## src/rtl/demux4_deser.sv

```systemverilog
// Serial-to-parallel deserializer: collects a 4-bit frame (bit 0 marked by sof) into q0..q3.
// Frames are aborted with an err pulse on restart (new sof) or after TIMEOUT idle cycles.
module demux4_deser #(
    parameter int unsigned TIMEOUT = 8
) (
    input  logic clk,
    input  logic rst_n,
    input  logic sin,
    input  logic sin_valid,
    input  logic sof,
    output logic q0,
    output logic q1,
    output logic q2,
    output logic q3,
    output logic out_valid,
    output logic err,
    output logic busy
);

    localparam logic [0:0] IDLE    = 1'b0;
    localparam logic [0:0] COLLECT = 1'b1;

    localparam logic [7:0] TimeoutVal = 8'(TIMEOUT);

    logic [0:0] state_q, state_d;
    logic [1:0] count_q, count_d;
    logic [7:0] gap_q, gap_d, gap_inc;
    logic [2:0] shadow_q, shadow_d;
    logic [3:0] q_q, q_d;
    logic       out_valid_q, out_valid_d;
    logic       err_q, err_d;

    always_comb begin
        state_d     = state_q;
        count_d     = count_q;
        gap_d       = gap_q;
        shadow_d    = shadow_q;
        q_d         = q_q;
        out_valid_d = 1'b0;
        err_d       = 1'b0;
        // Saturate rather than wrap so a huge gap can never look short again.
        gap_inc     = (gap_q == 8'hff) ? gap_q : gap_q + 8'd1;

        case (state_q)
            IDLE: begin
                if (sin_valid && sof) begin
                    shadow_d[0] = sin;
                    count_d     = 2'd1;
                    gap_d       = 8'd0;
                    state_d     = COLLECT;
                end
            end
            COLLECT: begin
                if (sin_valid) begin
                    gap_d = 8'd0;
                    if (sof) begin
                        err_d       = 1'b1;
                        shadow_d[0] = sin;
                        count_d     = 2'd1;
                    end else if (count_q == 2'd3) begin
                        q_d         = {sin, shadow_q};
                        out_valid_d = 1'b1;
                        count_d     = 2'd0;
                        state_d     = IDLE;
                    end else begin
                        shadow_d[count_q] = sin;
                        count_d           = count_q + 2'd1;
                    end
                end else begin
                    gap_d = gap_inc;
                    if (gap_inc >= TimeoutVal) begin
                        err_d   = 1'b1;
                        count_d = 2'd0;
                        gap_d   = 8'd0;
                        state_d = IDLE;
                    end
                end
            end
            default: state_d = IDLE;
        endcase
    end

    always_ff @(posedge clk or negedge rst_n) begin
        if (!rst_n) begin
            state_q     <= IDLE;
            count_q     <= 2'd0;
            gap_q       <= 8'd0;
            shadow_q    <= 3'd0;
            q_q         <= 4'd0;
            out_valid_q <= 1'b0;
            err_q       <= 1'b0;
        end else begin
            state_q     <= state_d;
            count_q     <= count_d;
            gap_q       <= gap_d;
            shadow_q    <= shadow_d;
            q_q         <= q_d;
            out_valid_q <= out_valid_d;
            err_q       <= err_d;
        end
    end

    assign q0        = q_q[0];
    assign q1        = q_q[1];
    assign q2        = q_q[2];
    assign q3        = q_q[3];
    assign out_valid = out_valid_q;
    assign err       = err_q;
    assign busy      = (state_q == COLLECT);

endmodule

```

## config.mk

```make
export PLATFORM = sky130hd
export DESIGN_NAME = demux4_deser
export DESIGN_NICKNAME = d
export VERILOG_FILES = /design/src/rtl/demux4_deser.sv
export SDC_FILE = /design/constraint.sdc
export NUM_CORES = 1
export LEC_CHECK = 0
export CAP_MARGIN = 5
export CELL_PAD_IN_SITES_DETAIL_PLACEMENT = 2
export CELL_PAD_IN_SITES_GLOBAL_PLACEMENT = 2
export CORE_UTILIZATION = 37
export CTS_CLUSTER_DIAMETER = 200
export DETAILED_ROUTE_END_ITERATION = 12
export GPL_TIMING_DRIVEN = 0
export PLACE_DENSITY = 0.83
export SYNTH_ARGS = -nofsm -noshare
export SYNTH_HDL_FRONTEND = slang
export SYNTH_SLANG_ARGS = --single-unit
```

## constraint.sdc

```tcl
create_clock -name clk -period 3.2 [get_ports clk]
set_input_delay 0.96 -clock clk [delete_from_list [all_inputs] [get_ports clk]]
set_output_delay 0.96 -clock clk [all_outputs]
set_load 0.02 [all_outputs]
```

### Word-level counts from Yosys, hierarchy flattened

Cells that the tools add are included.

| storage, ports and cells | value |
|---|---|
| flip-flop bits (word level) | 20 |
| input port bits | 5 |
| output and inout port bits | 7 |
| word-level logic and storage cells | 61 |

| operators by class | value |
|---|---|
| $add $sub $neg | 2 |
| $lt $le $gt $ge | 3 |
| equality and inequality tests | 6 |
| multiplexer cells | 33 |
| bitwise operators | 3 |
| reductions and logical operators | 6 |

Operators with widths:

| cell | number |
|---|---|
| 2-to-1 mux 8 bit | 4 |
| 2-to-1 mux 1 bit | 18 |
| case mux 8 bit (2 select lines) | 1 |
| 2-to-1 mux 2 bit | 5 |
| adder 8 x 1 -> 8 bit, second input constant | 1 |
| equality test 8 bit, second input constant | 1 |
| >= comparator 8 x 4 -> 1 bit, second input constant | 1 |
| AND reduction 4 bit | 2 |
| != test 2 bit, second input constant | 2 |
| case mux 1 bit (2 select lines) | 2 |
| case mux 2 bit (2 select lines) | 1 |
| bitwise mux 3 bit | 1 |
| less-than comparator 2 x 3 -> 1 bit, second input constant | 1 |
| != test 3 x 2 -> 1 bit, second input constant | 1 |
| != test 3 bit, second input constant | 1 |
| NOT 1 bit | 3 |
| AND reduction 3 bit | 1 |
| adder 2 x 1 -> 2 bit, second input constant | 1 |
| demux 1 bit (select 2 bit) | 1 |
| equality test 2 bit, second input constant | 1 |
| >= comparator 2 x 1 -> 1 bit, second input constant | 1 |
| logical AND 1 bit | 2 |
| AND reduction 2 bit | 1 |

### Longest topological paths before layout

| depth | value |
|---|---|
| word-level depth | 9 |
| mapped depth | 5 |
| gate-level depth less buffers | 5 |

### Worst setup path before layout

OpenSTA, ideal clock, no wires.

| timing | value |
|---|---|
| path type | input-to-reg |
| start point | input sof |
| end point | register shadow_q[1] |
| setup time | 0.127 ns |
| data arrival time | 1.714 ns |
| required time | 3.073 ns |
| setup slack | 1.359 ns |
| stages on the path | 4 |
| cells stage by stage | and2b_1 > nor3b_2 > nand2_1 > mux2_1 |

| between the ends | value |
|---|---|
| cells in the longest elaborated chain, start to end | 2 |

Ends and longest elaborated chain:

| what | RTL line | RTL |
|---|---|---|
| start, declared | 10 | `input logic sof,` |
| NOT 1 bit (no source line) | - |  |
| AND reduction 4 bit (no source line) | - |  |
| end signal, assigned | 96 | `shadow_q <= shadow_d;` |
| end, declared | 28 | `logic [2:0] shadow_q, shadow_d;` |

Every way passes these cells.
A chain may end at the register's enable or synchronous reset.

### Worst setup path in the final report

| timing | value |
|---|---|
| start point | register state_q (netlist: busy) |
| end point | output busy |

RTL lines:

| what | RTL line | RTL |
|---|---|---|
| start, declared | 25 | `logic [0:0] state_q, state_d;` |
| start signal, assigned | 93 | `state_q <= state_d;` |
| end, declared | 17 | `output logic busy` |

No word-level cell between the ends.

==> summary.md <==
| Metric | Value |
|---|---|
| Run status | `finished clean` |
| Worst voltage drop across the vdd grid | `roughly 380 uV` |
| Synth area leader | `dfrtp_1` |
| Clock tree root driver cell | `clkbuf_4` |
| Final worst-path cycle share | `75.6%` |
| WP data arrival | `1.46 ns` |
| Proportion of synthesized area in mux cells | `under 10%` |
| Clk sink count | `20` |
| Via count | `between 600 and 700` |
| Vias in the first global route | `approximately 750` |
| Critical Path Start Type | `flip-flop` |
| Clock-pin slew on the worst setup and hold paths | `0.12 ns` |
| CTS tree | `yes` |
| Global-route wire length before repair | `3.76 mm` |
| Area growth from synthesis to layout | `19.8%` |
| Number of max-capacitance violations reported | `0` |
| Cell type group with the largest total delay on the critical path | `buffers and inverters` |
| Worst-case setup margin in the final layout | `around 0.78 ns` |
| Hold buffer count at CTS | `0` |
| Final setup vio count | `0` |
| CP Buf/Inv Count | `1` |
| Combinational family with the most area after synthesis | `simple AND/OR/NAND/NOR gates` |
| Post-route ant nets | `0` |
| Nets | `106` |
| Worst hold slack after final layout | `0.500 ns` |
| Synthesized area divided by synthesized cell count | `11.4 sq um` |
| Largest net degree at the start of global routing | `21` |
| Yosys warns | `0` |
| Clk network pwr share | `22.5%` |
| Fraction of post-synthesis cell area in the top cell type by area | `a little over half` |
| Number of iterations in the first detailed-routing pass | `4` |
| Achievable Freq | `0.414 GHz` |
| Largest stage delay on the critical path | `0.66 ns` |
| Headroom to the max-slew limit | `39.5%` |
| Sum of routed wire segments on met1 | `1.04 mm` |
| Worst Setup Slack post-DPL | `0.655 ns` |
| Post-synthesis share of cell area spent on xor and xnor gates | `0.956%` |
| Mapped Cells | `80` |
| Area fraction in compound gates after synthesis | `11.2%` |
| Cell-by-cell trace of the critical path | `clkdlybuf4s50_1` |
| Proportion of layout cells with a drive suffix above 1 | `11.6%` |
| Max H-tree Level | `1` |
| Initial DRC Count | `4` |
| GPL Wtd Cong | `0.768` |
| Number of buffers inserted by port buffering | `11` |
| Standard cell with the maximum stage delay on the critical path | `clkdlybuf4s50_1` |
| Highest signal layer in the routed design | `met4` |
| Drt via density | `roughly 5.3` |
| Shortest clock period the worst path allows after layout | `2.42 ns` |
| Tot Pwr | `0.660 mW` |
| Global router's overall resource usage | `19.9%` |
| #FFs+latches synth | `20` |
| Async set-or-reset flop fraction in the synthesized netlist | `100%` |
| DR WL met2 | `1.00 mm` |
| Final number of max-transition violations | `0` |
| Area share of fa/ha/maj cells after synthesis | `under 10%` |
| Register area share after synthesis | `54.6%` |
| Leading cell type by number of instances after synthesis | `dfrtp_1` |
| Y dimension of the die | `51.8 um` |
| Fraction of power spent switching nets | `31.1%` |
| Antenna violations before repair | `0` |
| Floorplan die area | `0.00268 sq mm` |
| Clock tree buffer depth | `2` |
| Int Pwr | `0.455 mW` |
| Final Skew | `0.00912 ns` |
| Logic pwr share | `27.1%` |
| Worst setup EP type | `output pin` |
| Post-synthesis instance area | `roughly 920 sq um` |
| Post-CTS setup buffer count | `0` |
| Syn nets | `90` |
| Effective utilization at floorplan | `between 40 and 50%` |
| Power Dens Cells | `~600 mW/mm^2` |
| Unique masters post-synth | `26` |
| Sequential group share of total power | `50.4%` |
| Total Neg Setup Slack | `0 ns` |
| Number of enable-type register cells in the synthesized netlist | `0` |
| Floorplan die width | `51.8 um` |
| Post-route design area | `between 0.001 and 0.0015 sq mm` |
| Core outline area | `0.00228 sq mm` |
| Detailed Route WL | `around 2.1 mm` |
| Clock latency reported for the late side of the worst-skew pair | `between 0.3 and 0.4 ns` |
| Critical path peak fanout | `7` |
| Leakage | `0.509 nW` |
| Biggest area contributors in the synthesized netlist | `dfrtp_1 55%, ha_1 6.8%, mux2_2 6.1%` |
| Hold Fails Final Rpt | `0` |
| Average wire per standard cell | `between 15 and 20 um` |
| Unrepaired setup endpoints after global routing | `false` |
| DRC violations left | `0` |
| Number of inserted diodes | `0` |
| Hold Path Class | `flip-flop to flip-flop` |
| Cell Area, Placed | `0.00106 sq mm` |
| Row Count | `17` |
| Post-CTS resize count | `0` |
| Total CTS buffers | `3` |
| Simple-gate portion of the synthesized area | `16.1%` |
| Category of the most critical setup path | `flip-flop to output pin` |
| Number of top-level pins | `12` |
| Switching power | `0.205 mW` |
| Required arrival time at the worst endpoint | `2.24 ns` |
| Detailed Place HPWL | `around 1.5 mm` |
| Most frequent cells after synthesis | `20 x dfrtp_1, 8 x nand2_1, 6 x and2_1, 6 x o21ai_0` |
| Actual transition at the worst max-transition pin | `0.905 ns` |
| Ys flop type | `dfrtp_1` |
| Congestion Overflow GR | `0` |
| Total length of routed met3 wires | `46 um` |
[cell families (layout without fill, tap and decap cells)]
family | Yosys count | after routing
adder cells (fa/ha/maj) | 5 | 5
multiplexers | 7 | 7
AND/OR/NAND/NOR | 27 | 27
flip-flops | 20 | 20
AO/OA/AOI/OAI | 16 | 16
buffers and inverters | 4 | 19
XOR/XNOR | 1 | 1
[metal layers]
layer / up-vias / global-route usage [%]
met5: - / 0
met1: 327 / 26.8
met2: 10 / 30.7
li1: 313 / -
met4: 0 / 9.46
met3: 4 / 3.51
[worst paths after layout]
check | startpoint | end | slack, ns | cells past startpoint
worst max-delay path | busy$_DFF_PN0_ | busy | 0.78 | 1
worst min-delay path | shadow_q[2]$_DFFE_PN0P_ | shadow_q[2]$_DFFE_PN0P_ | 0.50 | 1
worst max register to register | count_q[1]$_DFFE_PN0P_ | shadow_q[0]$_DFFE_PN0P_ | 1.53 | 5
worst min register to register | shadow_q[2]$_DFFE_PN0P_ | shadow_q[2]$_DFFE_PN0P_ | 0.50 | 1
max in group asynchronous | rst_n | shadow_q[1]$_DFFE_PN0P_ | 1.49 | 1
min in group asynchronous | rst_n | out_valid$_DFF_PN0_ | 1.15 | 1
[power groups by stage]
stage                     logic (mW)  clock network [mW]  registers, mW
after CTS                      0.182               0.155          0.334
after detailed placement       0.176                   0          0.340
after global routing           0.198               0.162          0.341
after global placement         0.169                   0          0.335
final                          0.179               0.149          0.333
after floorplan               0.0737                   0          0.359
[cell usage in the layout, fill, tap and decap left out, types with 2 or more instances in the layout]
cell type | netlist | routed
dfrtp_1 | 20 | 20
clkdlybuf4s50_1 | 0 | 11
nand2_1 | 8 | 8
o21ai_0 | 6 | 6
and2_1 | 6 | 6
mux2_2 | 5 | 5
ha_1 | 5 | 5
inv_1 | 4 | 4
nand3_1 | 4 | 4
clkbuf_4 | 0 | 3
nor2b_1 | 2 | 2
a21oi_1 | 2 | 2
mux2_1 | 2 | 2
o31ai_1 | 2 | 2
[sequential cells by signal, indices dropped and copies added, names as in the netlist]
register,flops
count_q,2
busy,1
gap_q,8
err,1
out_valid,1
shadow_q,3
q_q,4
[final cells by class]
cell class,instances,area [sq um]
Multi-Input combinational cell,56,400
Clock buffer,4,36.3
Sequential cell,20,500
Tap cell,28,35.0
Inverter,4,15.0
Timing Repair Buffer,11,110
Fill cell,231,1180
[metrics by stage]
| stage | std cells | utilization [%] |
|---|---|---|
| global placement | 119 | 46.6 |
| finish | 123 | 48.2 |
| global route | 123 | 48.2 |
| CTS | 123 | 48.2 |
| detailed placement | 119 | 46.6 |
| floorplan | 80 | - |
(Power assumes the default switching activity.)
==> patch 1, RTL diff (same settings) <==
Add an input register stage for `sin`, `sin_valid` and `sof`, without a reset; this delays them by one clock. Comments in the files are not updated.
--- a/src/rtl/demux4_deser.sv
+++ b/src/rtl/demux4_deser.sv
@@ -22,6 +22,16 @@
 
     localparam logic [7:0] TimeoutVal = 8'(TIMEOUT);
 
+    logic sin_q;
+    logic sin_valid_q;
+    logic sof_q;
+
+    always_ff @(posedge clk) begin
+        sin_q       <= sin;
+        sin_valid_q <= sin_valid;
+        sof_q       <= sof;
+    end
+
     logic [0:0] state_q, state_d;
     logic [1:0] count_q, count_d;
     logic [7:0] gap_q, gap_d, gap_inc;
@@ -43,27 +53,27 @@
 
         case (state_q)
             IDLE: begin
-                if (sin_valid && sof) begin
-                    shadow_d[0] = sin;
+                if (sin_valid_q && sof_q) begin
+                    shadow_d[0] = sin_q;
                     count_d     = 2'd1;
                     gap_d       = 8'd0;
                     state_d     = COLLECT;
                 end
             end
             COLLECT: begin
-                if (sin_valid) begin
+                if (sin_valid_q) begin
                     gap_d = 8'd0;
-                    if (sof) begin
+                    if (sof_q) begin
                         err_d       = 1'b1;
-                        shadow_d[0] = sin;
+                        shadow_d[0] = sin_q;
                         count_d     = 2'd1;
                     end else if (count_q == 2'd3) begin
-                        q_d         = {sin, shadow_q};
+                        q_d         = {sin_q, shadow_q};
                         out_valid_d = 1'b1;
                         count_d     = 2'd0;
                         state_d     = IDLE;
                     end else begin
-                        shadow_d[count_q] = sin;
+                        shadow_d[count_q] = sin_q;
                         count_d           = count_q + 2'd1;
                     end
                 end else begin
Formal check against the unedited RTL: not equivalent (a bounded check fails within 4 cycles, from zero or initial values and one cycle with rst_n low).
==> patch 1 against the unedited design <==
  * Final area grew 10%
  * Synthesized cell count grew 5.0%
  * Sequential share of layout area grew 0.72 points
  * Via count grew 7.8%
  * Worst setup slack lost 5.1 ps
  * Sequential cell count grew 3
  * Hold slack gained 17 ps
  * Synthesized area grew 13%
  * Routed wire length grew 9.3%
  * Critical path depth is the same
  * Total power grew 16%
  * Clock skew shrank 1.5 ps
  * Sequential power grew 21%
  * Largest power group unchanged
==> patch 1: results <==
export IMPL_drive_above_1_share_pct=20.2
export IMPL_dr_first_iter_drc_count=7
export IMPL_synth_fa_ha_area_share_pct=6.04
export IMPL_synthMuxAreaShare_pct=8.57
export IMPL_ys_top_cells_by_count="dfrtp_1, mux2_2, and2_1, ha_1"
export IMPL_synth_compound_area_share_pct=12.3
export IMPL_ys_seq_area_share_pct=54.1
export IMPL_grt_pass1_wl_um=3880
export IMPL_relSlewSlack_pct=38.9
export IMPL_routabilityCongestion=0.743
export IMPL_fin_nets=110
export IMPL_synthesis_nets=94
export IMPL_grt_pass1_vias=806
export IMPL_worstReg2RegStart="count_q[0]$_DFFE_PN0P_"
export IMPL_status="finished, final reports clean"
export IMPL_switching_power_uw=252
export IMPL_drt_total_wl_um=2320
export IMPL_synthTopCellsByArea="dfrtp_1, mux2_2, ha_1, dfxtp_1, and2_1"
export IMPL_holdCritStartpoint="q_q[1]$_DFFE_PN0P_"
export IMPL_synth_distinct_cells=34
export IMPL_fill_cells=265
export IMPL_grt_usage_pct=19.3
export IMPL_clock_skew_ps=7.57
export IMPL_pre_cts_ws_ps=1090
export IMPL_area_delta_synth_final_pct=16.8
export IMPL_synth_xor_area_share_pct=0.845
export IMPL_ir_drop_mv=0.289
export IMPL_dr_pass1_iters=3
export IMPL_synth_flop_cell="dfrtp_1"
export IMPL_via_per_inst=5.47
[patch 1: per-layer routing]
metal | vias to the layer above | routed length, µm | global-route usage (%)
li1 | 332 | - | -
met2 | 10 | 1230 | 31.9
met1 | 359 | 977 | 22.5
met4 | 0 | 36 | 9.17
met5 | - | 0 | 0
met3 | 4 | 75 | 6.28
[patch 1: power groups by stage]
stage          Sequential (mW)  Clock (mW)  Combinational, mW
2_1_floorplan            0.423           0              0.111
3_3_place_gp             0.400           0              0.215
3_5_place_dp             0.411           0              0.230
4_1_cts                  0.404       0.142              0.232
5_1_grt                  0.412       0.157              0.249
6_report                 0.402       0.135              0.228
[patch 1: area by class of cell]
cell class | instances | area share [%]
clock buffer | 4 | 2.17
inverter | 4 | 1.24
multi-input combinational | 57 | 38.1
sequential | 23 | 46.3
tap | 30 | 3.10
timing repair buffer | 11 | 9.10
[patch 1: path summary, 6_finish.rpt]
kind / end / slack, ps / cells after the start
min in group asynchronous: out_valid$_DFF_PN0_ / 1140 / 1
setup reg to reg: shadow_q[0]$_DFFE_PN0P_ / 1580 / 5
hold reg to reg: q_q[1]$_DFFE_PN0P_ / 520 / 1
max in group asynchronous: busy$_DFF_PN0_ / 1500 / 1
setup / recovery: busy / 780 / 1
hold / removal: q_q[1]$_DFFE_PN0P_ / 520 / 1
[patch 1: metrics by stage]
| stage | total power [mW] | hold slack [ps] | util [%] | std cells | area [µm²] |
|---|---|---|---|---|---|
| after detailed placement | 0.641 | 492 | 46.1 | 125 | 1180 |
| after global placement | 0.614 | 480 | 46.1 | 125 | 1180 |
| after CTS | 0.777 | 522 | 47.1 | 129 | 1210 |
| after floorplan | 0.534 | 460 | - | 84 | 1040 |
| final | 0.765 | 517 | 47.1 | 129 | 1210 |
| after global routing | 0.819 | 547 | 47.1 | 129 | 1210 |
==> patch 2, RTL diff (same flow settings) <==
Without the edit above. The parameter `TIMEOUT` goes from 8 to 7.
--- a/src/rtl/demux4_deser.sv
+++ b/src/rtl/demux4_deser.sv
@@ -1,7 +1,7 @@
 // Serial-to-parallel deserializer: collects a 4-bit frame (bit 0 marked by sof) into q0..q3.
 // Frames are aborted with an err pulse on restart (new sof) or after TIMEOUT idle cycles.
 module demux4_deser #(
-    parameter int unsigned TIMEOUT = 8
+    parameter int unsigned TIMEOUT = 7
 ) (
     input  logic clk,
     input  logic rst_n,
Formal check against the unedited RTL: not equivalent (Yosys sat finds a counterexample within 10 cycles, from zero or initial values and one cycle with rst_n low).
==> patch 2 against the unedited design <==
  * Register-to-register slack worse by 360 ps
  * Sequential share of layout area down 4.1 points
  * Worst setup slack worse by 44 ps
  * Routed wire length up 21%
  * First-iteration DRC count up 25%
  * Die area up 11%
  * Clock skew down 2.5 ps
  * Synthesized area up 12%
  * Final cell count up 11%
  * Total power up 14%
  * Final area up 9.9%
  * Clock power down 3%
  * Sequential cell count unchanged
==> patch 2: results <==
export IMPL_antenna_found_initial=0
export IMPL_cp_max_fo=7
export IMPL_worstSkewPairLatency_ps=300
export IMPL_status="finished, final reports clean"
export IMPL_dr_pass1_iters=4
export IMPL_fin_nets=117
export IMPL_htree_levels=1
export IMPL_layout_cells_non_filler=136
export IMPL_clock_skew_ps=6.63
export IMPL_post_dp_hpwl_um=1920
export IMPL_clk_path_buf_depth=2
export IMPL_total_leakage_power_nw=0.521
export IMPL_crit_family="buffers and inverters"
export IMPL_diodes=0
export IMPL_grt_pass1_vias=859
export IMPL_syn_inst=91
export IMPL_cp_slowest_stage_delay_ps=670
export IMPL_synth_distinct_cells=34
export IMPL_grt_usage_pct=20.6
export IMPL_dp_cells=132
export IMPL_ys_top_cells_by_count="dfrtp_1, inv_1, nand2_1, nand3_1"
export IMPL_post_cts_buffers=0
export IMPL_io_buffers=11
export IMPL_ys_warn_count=0
export IMPL_min_path_type="reg -> reg"
export IMPL_root_buffer="clkbuf_4"
export IMPL_postCtsResizedCells=0
export IMPL_async_reset_ff_share_pct=100
export IMPL_dr_total_vias=768
export IMPL_synthTopCellsByArea="dfrtp_1, ha_1, mux2_2, nand3_1, mux2_1"
export IMPL_drive_above_1_share_pct=17.9
export IMPL_top_regs="gap_q (8), q_q (4), shadow_q (3)"
export IMPL_cts_buffers=3
export IMPL_dr_first_iter_drc_count=5
export IMPL_ir_drop_mv=0.304
export IMPL_worstPathArrival_ps=1500
export IMPL_grt_max_degree=21
export IMPL_fill_cells=269
export IMPL_pre_cts_ws_ps=476
export IMPL_grt_pass1_wl_um=4130
export IMPL_relSlewSlack_pct=38.9
export IMPL_worst_path_max_delay_cell="clkdlybuf4s50_1"
export IMPL_path_clk_slew_ps=110
export IMPL_ys_seq_area_share_pct=49.0
export IMPL_synthesis_nets=101
export IMPL_routabilityCongestion=0.664
export IMPL_post_route_cell_area_um2=1210
export IMPL_drt_total_wl_um=2560
## patch 2: cell count changes after synthesis, sizes merged, moves of 2 or more
cell / change
nor2: +3
o31ai: -2
inv: +4
a2111oi: +2
nand3: +5
## patch 2: area by class of cell
type | count | share of cell area, %
multi-input cells | 63 | 40.8
flip-flops and latches | 20 | 41.5
well taps | 30 | 3.11
repair buffers | 11 | 9.13
clock buffers | 4 | 3.01
inverters | 8 | 2.49
## patch 2: layer usage
layer | wire, µm | vias up | track usage (%)
met5 | 0 | - | 0
met4 | 29 | 0 | 6.41
met3 | 46 | 4 | 2.50
met2 | 1410 | 14 | 40.0
met1 | 1080 | 393 | 22.9
li1 | - | 357 | -
## patch 2: worst paths after layout
kind	from	to	slack (ps)	cells past startpoint
worst min-delay path	shadow_q[0]$_DFFE_PN0P_	shadow_q[0]$_DFFE_PN0P_	500	1
worst min register to register	shadow_q[0]$_DFFE_PN0P_	shadow_q[0]$_DFFE_PN0P_	500	1
max in group asynchronous	rst_n	gap_q[5]$_DFFE_PN0N_	1470	1
min in group asynchronous	rst_n	shadow_q[1]$_DFFE_PN0P_	1170	1
worst max register to register	gap_q[0]$_DFFE_PN0N_	err$_DFF_PN0_	1170	5
worst max-delay path	busy$_DFF_PN0_	busy	740	1
## patch 2: cell families (layout without fill, tap and decap cells)
family,Yosys count,count (layout),synth area share (%)
simple gates,35,35,21.7
flops,20,20,49.0
compound gates,16,16,12.6
buf+inv,8,23,2.94
mux,7,7,7.71
fa+ha+maj,5,5,6.12
## patch 2: power by group
| group | total, mW | switching, mW | leakage, nW | internal, mW |
|---|---|---|---|---|
| combinational | 0.242 | 0.130 | 0.239 | 0.112 |
| clock | 0.145 | 0.0753 | 0.0210 | 0.0693 |
| sequential | 0.367 | 0.0565 | 0.260 | 0.310 |
